==> src/rtl/spi_frame_controller.sv <==
// SPI frame controller: decodes address, opcode and data bytes of a cs-low
// frame into write strobes and per-channel ready handshakes.
module spi_frame_controller #(
   parameter int         ADDR_BYTES   = 2,
   parameter int         NUM_CH       = 3,
   parameter logic [7:0] OP_WRITE     = 8'h01,
   parameter logic [7:0] OP_CH_BASE   = 8'h05,
   parameter int         OP_CH_STRIDE = 2,
   parameter bit         BURST_EN     = 1'b1,
   localparam int        AW           = 8 * ADDR_BYTES
) (
   input  logic                  clk,
   input  logic                  reset,
   input  logic                  cs,
   input  logic                  data_valid,
   input  logic [7:0]            data_in,
   output logic [ADDR_BYTES-1:0] addr_byte_en,
   output logic                  instr_reg_en,
   output logic [7:0]            instr_out,
   output logic [AW-1:0]         mem_addr,
   output logic                  write_memory_enable,
   output logic [NUM_CH-1:0]     ready,
   output logic [NUM_CH-1:0]     ready_en,
   output logic                  busy,
   output logic                  frame_error
);

   typedef enum logic [2:0] {
      S_IDLE,
      S_ADDR,
      S_INSTR,
      S_DATA,
      S_SYNC,
      S_DRAIN
   } state_t;

   localparam int BW = (ADDR_BYTES > 1) ? $clog2(ADDR_BYTES) : 1;
   localparam int CW = (NUM_CH > 1) ? $clog2(NUM_CH) : 1;

   localparam logic [ADDR_BYTES-1:0] AB_MSB =
      ADDR_BYTES'(1) << (ADDR_BYTES - 1);
   localparam logic [NUM_CH-1:0] CH_ONE = NUM_CH'(1);

   function automatic logic [7:0] ch_op(input int k);
      return OP_CH_BASE + 8'(k * OP_CH_STRIDE);
   endfunction

   state_t                state_q, state_d;
   logic [BW-1:0]         byte_cnt_q, byte_cnt_d;
   logic [AW-1:0]         addr_q, addr_d;
   logic [CW-1:0]         ch_q, ch_d;
   logic                  is_ch_q, is_ch_d;

   logic [ADDR_BYTES-1:0] addr_byte_en_q, addr_byte_en_d;
   logic                  instr_reg_en_q, instr_reg_en_d;
   logic [7:0]            instr_out_q, instr_out_d;
   logic [AW-1:0]         mem_addr_q, mem_addr_d;
   logic                  wr_en_q, wr_en_d;
   logic [NUM_CH-1:0]     ready_q, ready_d;
   logic [NUM_CH-1:0]     ready_en_q, ready_en_d;
   logic                  busy_q, busy_d;
   logic                  frame_error_q, frame_error_d;

   logic                  op_is_wr;
   logic                  op_is_ch;
   logic [CW-1:0]         op_ch;

   // Full 8-bit opcode match against plain write and every channel opcode
   always_comb begin
      op_is_wr = (data_in == OP_WRITE);
      op_is_ch = 1'b0;
      op_ch    = '0;
      for (int k = 0; k < NUM_CH; k++) begin
         if (!op_is_ch && data_in == ch_op(k)) begin
            op_is_ch = 1'b1;
            op_ch    = CW'(k);
         end
      end
   end

   // Next-state and registered-output computation for the frame sequencer
   always_comb begin
      state_d        = state_q;
      byte_cnt_d     = byte_cnt_q;
      addr_d         = addr_q;
      ch_d           = ch_q;
      is_ch_d        = is_ch_q;
      instr_out_d    = instr_out_q;
      mem_addr_d     = mem_addr_q;
      addr_byte_en_d = '0;
      instr_reg_en_d = 1'b0;
      wr_en_d        = 1'b0;
      ready_d        = '0;
      ready_en_d     = '0;
      frame_error_d  = 1'b0;

      unique case (state_q)
         S_IDLE: begin
            if (!cs) begin
               state_d    = S_ADDR;
               byte_cnt_d = '0;
               addr_d     = '0;
            end
         end
         S_ADDR: begin
            if (cs) begin
               frame_error_d = 1'b1;
               addr_d        = '0;
               state_d       = S_IDLE;
            end else if (data_valid) begin
               addr_d         = (addr_q << 8) | AW'(data_in);
               addr_byte_en_d = AB_MSB >> byte_cnt_q;
               byte_cnt_d     = byte_cnt_q + BW'(1);
               if (byte_cnt_q == BW'(ADDR_BYTES - 1)) begin
                  state_d = S_INSTR;
               end
            end
         end
         S_INSTR: begin
            if (cs) begin
               frame_error_d = 1'b1;
               addr_d        = '0;
               state_d       = S_IDLE;
            end else if (data_valid) begin
               instr_reg_en_d = 1'b1;
               instr_out_d    = data_in;
               if (op_is_wr) begin
                  is_ch_d = 1'b0;
                  state_d = S_DATA;
               end else if (op_is_ch) begin
                  is_ch_d    = 1'b1;
                  ch_d       = op_ch;
                  ready_en_d = CH_ONE << op_ch;
                  state_d    = S_DATA;
               end else begin
                  frame_error_d = 1'b1;
                  state_d       = S_DRAIN;
               end
            end
         end
         S_DATA: begin
            if (cs) begin
               state_d = S_IDLE;
            end else if (data_valid) begin
               wr_en_d    = 1'b1;
               mem_addr_d = addr_q;
               if (is_ch_q) begin
                  state_d = S_SYNC;
               end else if (BURST_EN) begin
                  addr_d = addr_q + AW'(1);
               end else begin
                  state_d = S_DRAIN;
               end
            end
         end
         S_SYNC: begin
            ready_d    = CH_ONE << ch_q;
            ready_en_d = CH_ONE << ch_q;
            state_d    = S_DRAIN;
         end
         S_DRAIN: begin
            if (cs) begin
               state_d = S_IDLE;
            end
         end
         default: begin
            state_d = S_IDLE;
         end
      endcase

      busy_d = (state_d != S_IDLE);
   end

   // State and output registers with synchronous active-low reset
   always_ff @(posedge clk) begin
      if (!reset) begin
         state_q        <= S_IDLE;
         byte_cnt_q     <= '0;
         addr_q         <= '0;
         ch_q           <= '0;
         is_ch_q        <= 1'b0;
         addr_byte_en_q <= '0;
         instr_reg_en_q <= 1'b0;
         instr_out_q    <= '0;
         mem_addr_q     <= '0;
         wr_en_q        <= 1'b0;
         ready_q        <= '0;
         ready_en_q     <= '0;
         busy_q         <= 1'b0;
         frame_error_q  <= 1'b0;
      end else begin
         state_q        <= state_d;
         byte_cnt_q     <= byte_cnt_d;
         addr_q         <= addr_d;
         ch_q           <= ch_d;
         is_ch_q        <= is_ch_d;
         addr_byte_en_q <= addr_byte_en_d;
         instr_reg_en_q <= instr_reg_en_d;
         instr_out_q    <= instr_out_d;
         mem_addr_q     <= mem_addr_d;
         wr_en_q        <= wr_en_d;
         ready_q        <= ready_d;
         ready_en_q     <= ready_en_d;
         busy_q         <= busy_d;
         frame_error_q  <= frame_error_d;
      end
   end

   assign addr_byte_en        = addr_byte_en_q;
   assign instr_reg_en        = instr_reg_en_q;
   assign instr_out           = instr_out_q;
   assign mem_addr            = mem_addr_q;
   assign write_memory_enable = wr_en_q;
   assign ready               = ready_q;
   assign ready_en            = ready_en_q;
   assign busy                = busy_q;
   assign frame_error         = frame_error_q;

endmodule

==> config.mk <==
export PLATFORM = sky130hd
export DESIGN_NAME = spi_frame_controller
export DESIGN_NICKNAME = d
export VERILOG_FILES = /design/src/rtl/spi_frame_controller.sv
export SDC_FILE = /design/constraint.sdc
export NUM_CORES = 1
export LEC_CHECK = 0
export ABC_AREA = 1
export CELL_PAD_IN_SITES_DETAIL_PLACEMENT = 1
export CELL_PAD_IN_SITES_GLOBAL_PLACEMENT = 1
export CORE_MARGIN = 2
export CORE_UTILIZATION = 34
export DETAILED_ROUTE_END_ITERATION = 7
export PLACE_DENSITY_LB_ADDON = 0.1
export SLEW_MARGIN = 30
export SYNTH_ARGS = -nofsm -noshare
export SYNTH_HDL_FRONTEND = slang
export SYNTH_SLANG_ARGS = --single-unit
export TNS_END_PERCENT = 10
==> constraint.sdc <==
create_clock -name clk -period 1.3 [get_ports clk]
set_input_delay 0.195 -clock clk [delete_from_list [all_inputs] [get_ports clk]]
set_output_delay 0.195 -clock clk [all_outputs]
set_load 0.01 [all_outputs]
== Word-level counts from Yosys, hierarchy flattened ==
Cells that the tools add are included.
Cells by class
  reduce and logical (&&, ||, !) cells: 19
  muxes and demuxes: 45
  equal/unequal tests: 17
  $mul: 0
  bitwise gates (word level): 6
  $lt $le $gt $ge: 0
  shift operators: 3
  div/mod/pow operators: 0
  add/subtract/negate cells: 2
Operator list (count)
  2-to-1 mux 16 bit: 7
  case mux 16 bit (4 select lines): 1
  2-to-1 mux 3 bit: 16
  case mux 3 bit (6 select lines): 1
  adder 16 x 1 -> 16 bit, second input constant: 1
  == test 8 x 3 -> 1 bit, second input constant: 2
  2-to-1 mux 1 bit: 16
  bitwise OR 16 x 8 -> 16 bit: 1
  inequality test 2 bit, second input constant: 7
  == test 8 x 1 -> 1 bit, second input constant: 1
  == test 8 x 4 -> 1 bit, second input constant: 1
  AND reduction 4 bit: 2
  AND reduction 7 bit: 1
  == test 3 x 2 -> 1 bit, second input constant: 2
  == test 3 bit, second input constant: 2
  case mux 3 bit (2 select lines): 1
  AND reduction 2 bit: 3
  AND reduction 3 bit: 2
  << shifter 1 x 2 -> 3 bit, first input constant: 2
  inverter 1 bit: 5
  AND reduction 5 bit: 1
  case mux 1 bit (2 select lines): 2
  nonzero test 2 bit: 2
  nonzero test 4 bit: 1
  other kinds (10): 12
Word-level totals
  RAM bits: 0
  bits in latches: 0
  ROM bits: 0
  input bits: 12
  memories: 0
  register bits after elaboration: 59

== Longest topological paths before layout ==
Gate-level depths: netlist of the first run.
  depth after elaboration: 14
  gate-level depth with buffers: 11
  mapped depth without buffers: 11

== Least setup slack after synthesis of the first run ==
No wires, ideal clock.
  path kind: reg2reg
  start: register addr_q[0]
  end: register addr_q[12]
  period minus slack after synthesis: 1406 ps
  required time: 1161 ps
  data arrival time: 1267 ps
  path slack: -106 ps
  buffers on the path: 0
  stages on the path, launching flop included: 9
  path through: dfxtp_1 ha_1 nand2_1 nor2_1 nand4_1 nand3_1 o21ai_0 nand2_1 a21oi_2
Between the ends
  cells in the longest elaborated chain, start to end: 5
Ends and longest elaborated chain
  start: declaration: line 50  | logic [AW-1:0] addr_q, addr_d;
  start signal: assignment: line 194  | addr_q <= addr_d;
  adder 16 x 1 -> 16 bit: line 150  | addr_d = addr_q + AW'(1);
  2-to-1 mux 16 bit: line 147  | if (is_ch_q) begin
  2-to-1 mux 16 bit: line 144  | end else if (data_valid) begin
  2-to-1 mux 16 bit: line 142  | if (cs) begin
  case mux 16 bit (4 select lines): line 97  | unique case (state_q)
Every way passes these cells. The select of a mux whose other input is x is not followed.
A chain may end at the register's enable or synchronous reset.

== Final worst setup path of the first run ==
  start: input port cs
  end: register addr_q[8]
Between the ends
  cells in the longest elaborated chain, start to end: 2
  elaborated cells on any way between the ends: 7
  classes of those cells: 4 x eq/ne; 2 x mux; 1 x reduce/logical
Ends and longest elaborated chain
  start: declaration: line 14  | input logic cs,
  inequality test 3 bit (no line), or another cell as far along
  AND reduction 7 bit (no line) / case mux 16 bit (4 select lines) (equally long branches)
Parallel ways exist; a longest one is shown, timed or not.

==> results.toml, run 1 <==
[run_status]
violations = "negative setup slack"
status = "finished with violations"

[logic_synthesis]
muxShareOfSynthArea_pct = 0
synth-xor-area-share_pct = 0.307
synth_compound_area_share_pct = 20.0
ys_seq_area_share_pct = 41.4
syn-num-nets = 412
yosys.cell_types.count = 37
synthAdderAreaFrac_pct = 0.439
synth_warnings = 0
synth.cell_area_sq_mm = 0.00285
synth_top_family_by_area = "simple AND/OR/NAND/NOR gates"
avgSynthCellArea_sq_um = 7.15
synth_simple_gate_area_share_pct = 29.4
ys_ff_latch = 59
syn_inst = 399

[grt]
grt_pass1_vias = 3220
antenna_found_initial = 0
grt_usage_pct = 23.1
grt_pass1_wl_um = 16000
grt_max_degree = 24
overflow = 0

[critical_path]
cp_max_fo = 5
cpLargestDelayFamily = "buffers and inverters"
crit_buf_inv = 3
crit_top_cell = "a21oi_2"
slowest_delay_ns = 0.46
cp.required_ns = 1.59
critPathArrivalTime_ns = 1.73
crit_chain = "clkdlybuf4s50_1 -> buf_4 -> a21oi_2 -> nand2_2 -> nor2_8 -> clkbuf_16 -> nand2_1 -> a21oi_2"
crit_slowest_cell = "clkdlybuf4s50_1"
critPathKind = "input pin to register"
end_kind = "register"
start_kind = "input pin"

[drt]
wire_per_inst_um = 16.1
dr.pass1.iters = 4
drc_errors = 0
vias = 3204
totalWireLength_um = 10200
via_per_inst = 5.07
ant_nets = 0
drtIter0Drc = 112

[layout]
layout-drive-gt1-share_pct = 34.2
fin_util_pct = 54.5
final_cell_mix = "nand2_1, buf_4, dfxtp_1, nor2_1, dlygate4sd2_1"
syn2layout_area_growth_pct = 56.2
final_nets = 535
antenna_cells = 0
final_common_cell = "nand2_1"

[placed_design]
dp_slack_ns = -0.425
dpl.hpwl_um = 7170
gp_congestion = 0.854
io_buffers = 47

[cts]
root_buffer = "clkbuf_8"
clock-sinks = 59
cts_buffer_depth = 2
clk_latency_ns = 0.35
tritoncts = "built"
path_clk_slew_ns = 0.08
cts_htree_levels = 3
cts_buffers = 9

[sta]
finalWorstSetupSlack_ns = -0.143
clock_skew_ns = 0.0108
worst_pin_slew_ns = 0.280
setup-violations-final = 36
fin_crit_sh_pct = 111
fmax_ghz = 0.693
slew_viol_final = 0
rsz0062_at_grt = "yes"
hold_viol_final = 0
layout_min_cycle_time_ns = 1.44
slew_headroom_pct = 81.3

[floorplan]
rows = 33
initial_core_util_pct = 34.9
die_y_um = 95.6
dieArea_sq_mm = 0.00914
die_w_um = 95.6
core_sq_mm = 0.00818
io_pins = 48

[flow_run]
maxCapViolCount = 0

[pwr]
peakVddDrop_mv = 0.668
leakagePower_nw = 2.02
power_density_mw_per_mm2 = 977

[worst_hold_path]
worstHoldPathType = "input pin to register"
==> logic make-up (layout without fill, tap and decap cells) <==
logic type | Yosys count | in the layout
AOI/OAI and AO/OA | 98 | 98
xor gates and xnor gates | 1 | 1
adders and majority gates | 1 | 1
buffers and inverters | 53 | 181
DFF | 59 | 59
and+or+nand+nor | 187 | 187
==> flip-flops by register name, summed over array words and instances (netlist names) <==
name,flops
mem_addr,16
state_q,3
frame_error,1
ready,3
instr_out,8
busy,1
ready_en,3
addr_byte_en,2
addr_q,16
ch_q,2
is_ch_q,1
instr_reg_en,1
write_memory_enable,1
byte_cnt_q,1
==> metrics by stage <==
step	cell area, sq um	instances	hold slack (ns)	setup TNS (ns)	total power [mW]
finish	4460	632	0.248	-2.95	4.35
CTS	4320	629	0.492	-3.72	4.37
floorplan	2860	399	0.333	-0.268	2.04
global route	4460	632	0.248	-6.61	4.50
global placement	4010	611	0.477	-16.93	2.24
detailed placement	4010	611	0.488	-18.02	2.25
==> layout make-up <==
type | instances | area, sq um
Clock inverter | 6 | 114
Multi-Input combinational cell | 287 | 1590
Sequential cell | 59 | 1200
Timing Repair inverter | 1 | 11.3
Timing Repair Buffer | 123 | 1110
Clock buffer | 10 | 128
Tap cell | 105 | 131
Fill cell | 1040 | 3720
Inverter | 41 | 174
==> path summary, 6_finish.rpt <==
path | startpoint | endpoint | slack [ns] | depth (start not counted)
max reg2reg | state_q[2]$_SDFF_PN0_ | addr_q[8]$_SDFFE_PN0P_ | -0.13 | 9
min | data_in[0] | instr_out[0]$_SDFFE_PN0P_ | 0.25 | 3
min reg2reg | instr_out[3]$_SDFFE_PN0P_ | instr_out[3]$_SDFFE_PN0P_ | 0.50 | 2
max | cs | addr_q[8]$_SDFFE_PN0P_ | -0.14 | 8
==> per-layer routing <==
layer  share of wire (%)  track usage [%]  vias up
met3                 4.2             4.74       18
met2                  47             37.9       81
met1                  47             30.7     1541
li1                    -                -     1564
met5                   0                0        -
met4                 1.7             6.43        0
==> cells in the mapped netlist (all sizes together) <==
cell type    n  area [sq um]
clkbuf       4          15.0
nor4         1          6.26
o21ai       37           189
nand3       23           120
o211a        1          10.0
dfxtp       59          1180
nor2        51           233
buf          8          63.8
a211oi       2          15.0
nand2      104           430
o22ai        4          25.0
nand4        7          43.8
o211ai       1          7.51
ha           1          12.5
a21oi       48           289
inv         41           161
nor3         1          5.00
a31oi        1          6.26
o21bai       4          30.0
xor2         1          8.76
==> timing repair <==
item                                    in CTS  in global routing
pin swaps                                    2                 10
hold endpoints to repair                     0                  0
gates cloned                                 1                  1
hold buffers                                 0                  0
buffers inserted                             1                  2
gates resized for setup                     72                 48
endpoints found under the setup margin      89                 55
==> worst register-to-register path, cell delays in order, from the launching register on <==
cell	delay [ns]
dfxtp_2	0.36
inv_4	0.06
nand2_4	0.08
nor2_4	0.07
o21ai_2	0.06
nand2_2	0.10
nor2_8	0.25
clkbuf_16	0.21
nand2_1	0.06
a21oi_2	0.11
==> power breakdown <==
group | internal (mW) | total [mW] | switching, mW
sequential | 1.82 | 1.83 | 0.0144
combinational | 0.194 | 0.426 | 0.232
clock | 1.28 | 2.10 | 0.818
Power figures use the tool's default switching activity.
==> run 2: changes to the inputs <==
SLEW_MARGIN = 20   (was 30)
==> results of run 2 <==
Same layout as run 1: the final DEF is identical, and so are final timing and power.
==> run 3: changes to the inputs <==
CORE_MARGIN = not set   (was 2)
==> results.toml, run 3 (synthesis gave the netlist of run 1 again) <==
[grt]
grt_usage_pct = 23.7
use_met2_pct = 40.3
grt.met1_usage_pct = 30.0
grt_max_degree = 28
met3_usage_pct = 4.55
gr-max-usage-layer = "met2"
grt_pass1_vias = 3258
overflow = 0
antenna_found_initial = 0
grt_pass1_wl_um = 15800

[critical_path]
ff2ff_path_depth = 9
start_kind = "register"
cp.depth = 9
cp.required_ns = 1.58
crit_slowest_cell = "dfxtp_2"
r2r_start = "state_q[2]$_SDFF_PN0_"
crit_chain = "inv_4 -> nand2_4 -> nor2_4 -> buf_12 -> buf_8 -> nand2_1 -> o22ai_2 -> nand2_2 -> a21oi_2"
cpLargestDelayFamily = "simple AND/OR/NAND/NOR gates"
critPathArrivalTime_ns = 1.71
critPathKind = "register to register"
slowest_delay_ns = 0.34
crit_buf_inv = 3
rrSetupSlack_ns = -0.13
end_kind = "register"
rr_endpoint = "addr_q[5]$_SDFFE_PN0P_"
cp_max_fo = 6

[sta]
worst_pin_slew_ns = 0.258
slew_headroom_pct = 82.7
finalWorstSetupSlack_ns = -0.134
clock_skew_ns = 0.0105
fin_crit_sh_pct = 110
tns_ns = -1.93
hold_viol_final = 0
setup-violations-final = 38
layout_min_cycle_time_ns = 1.43
slew_viol_final = 0
rsz0062_at_grt = "yes"
fmax_ghz = 0.698

[cts]
cts_hold_buffers = 0
cts_buffers = 9
root_buffer = "clkbuf_8"
path_clk_slew_ns = 0.07
cts_buffer_depth = 2
clk_latency_ns = 0.35
clock-sinks = 59
tritoncts = "built"
cts_htree_levels = 3

[drt]
totalWireLength_um = 10500
drtIter0Drc = 80
dr.pass1.iters = 4
via_per_inst = 4.98
drc_errors = 0
vias = 3160
wire_per_inst_um = 16.5
ant_nets = 0

[floorplan]
initial_core_util_pct = 34.9
rows = 33
die_y_um = 93.6
dieArea_sq_mm = 0.00876
io_pins = 48
core_sq_mm = 0.00818
die_w_um = 93.6

[worst_hold_path]
hp-start = "data_in[0]"
min_to = "instr_out[0]$_SDFFE_PN0P_"
worstHoldPathType = "input pin to register"
holdPathStages = 3

[layout]
finalInstanceArea_sq_mm = 0.00450
antenna_cells = 0
final_nets = 538
final_cell_mix = "nand2_1, buf_4, dfxtp_1, dlygate4sd2_1, nor2_1"
layout-drive-gt1-share_pct = 37.9
final_common_cell = "nand2_1"
syn2layout_area_growth_pct = 57.9

[pwr]
leakagePower_nw = 2.06
peakVddDrop_mv = 0.462
power_density_mw_per_mm2 = 911

[placed_design]
dpl.hpwl_um = 6960
gp_congestion = 0.862
io_buffers = 47
place_area_sq_mm = 0.00399

[run_status]
status = "finished with violations"
violations = "negative setup slack"

[flow_run]
maxCapViolCount = 0
## run 3: cell count changes in the layout (fill, tap and decap cells not counted), sizes merged
cell           before  now
bufinv              3    2
clkinvlp            2    0
buf                75   79
clkinv              1    4
clkbuf             11   10
clkdlybuf4s50       8    6
dlygate4sd2        36   38
## run 3: worst register-to-register path, stage by stage, from the launching register on
cell and delay [ns]:
dfxtp_2 0.34, inv_4 0.07, nand2_4 0.06, nor2_4 0.21, buf_12 0.16, buf_8 0.12, nand2_1 0.07, o22ai_2 0.14
nand2_2 0.09, a21oi_2 0.11
## run 3: power by group
part | switching, mW | total (mW) | internal [mW]
clock | 0.785 | 1.85 | 1.07
sequential | 0.0144 | 1.83 | 1.82
combinational | 0.239 | 0.418 | 0.178
total | 1.04 | 4.10 | 3.06
## run 3: per-stage QoR
step	setup WS [ns]	std cells	power, mW	utilization [%]	hold WS (ns)
6_report	-0.134	635	4.10	55.1	0.247
5_1_grt	-0.198	635	4.24	55.1	0.241
3_5_place_dp	-0.416	609	2.24	48.7	0.487
2_1_floorplan	-0.0279	399	2.04	-	0.333
3_3_place_gp	-0.395	609	2.24	48.7	0.479
4_1_cts	-0.123	632	4.08	52.6	0.499
## run 3: metal layers
metal / up-vias / part of all wire, %
li1: 1566 / -
met1: 1522 / 47
met2: 62 / 49
met3: 10 / 3.2
met4: 0 / 0.94
met5: - / 0
## run 3: how the worst max path moves through the flow
| stage | startpoint | to | slack [ns] |
|---|---|---|---|
| 2_1_floorplan | state_q[2]$_SDFF_PN0_ | addr_q[0]$_SDFFE_PN0P_ | -0.03 |
| 3_3_place_gp | data_valid | busy$_SDFF_PN0_ | -0.39 |
| 3_5_place_dp | data_valid | busy$_SDFF_PN0_ | -0.42 |
| 4_1_cts | state_q[2]$_SDFF_PN0_ | mem_addr[6]$_SDFFE_PN0P_ | -0.12 |
| 5_1_grt | state_q[2]$_SDFF_PN0_ | addr_q[3]$_SDFFE_PN0P_ | -0.20 |
| 6_report | state_q[2]$_SDFF_PN0_ | addr_q[5]$_SDFFE_PN0P_ | -0.13 |
## run 3: area by class of cell
cell class	count	area [sq um]
clock buffers	10	128
multi-input cells	287	1680
well taps	105	131
clock inverters	6	80.1
inverters	41	169
repair buffers	126	1110
fillers	998	3670
flip-flops and latches	59	1200
repair inverters	1	8.76
## run 3: what timing repair did
item / CTS / global route
resized for setup: 80 / 71
cloned: 1 / 0
setup buffers: 6 / 4
pin swaps: 6 / 27
setup endpoints to repair: 88 / 56
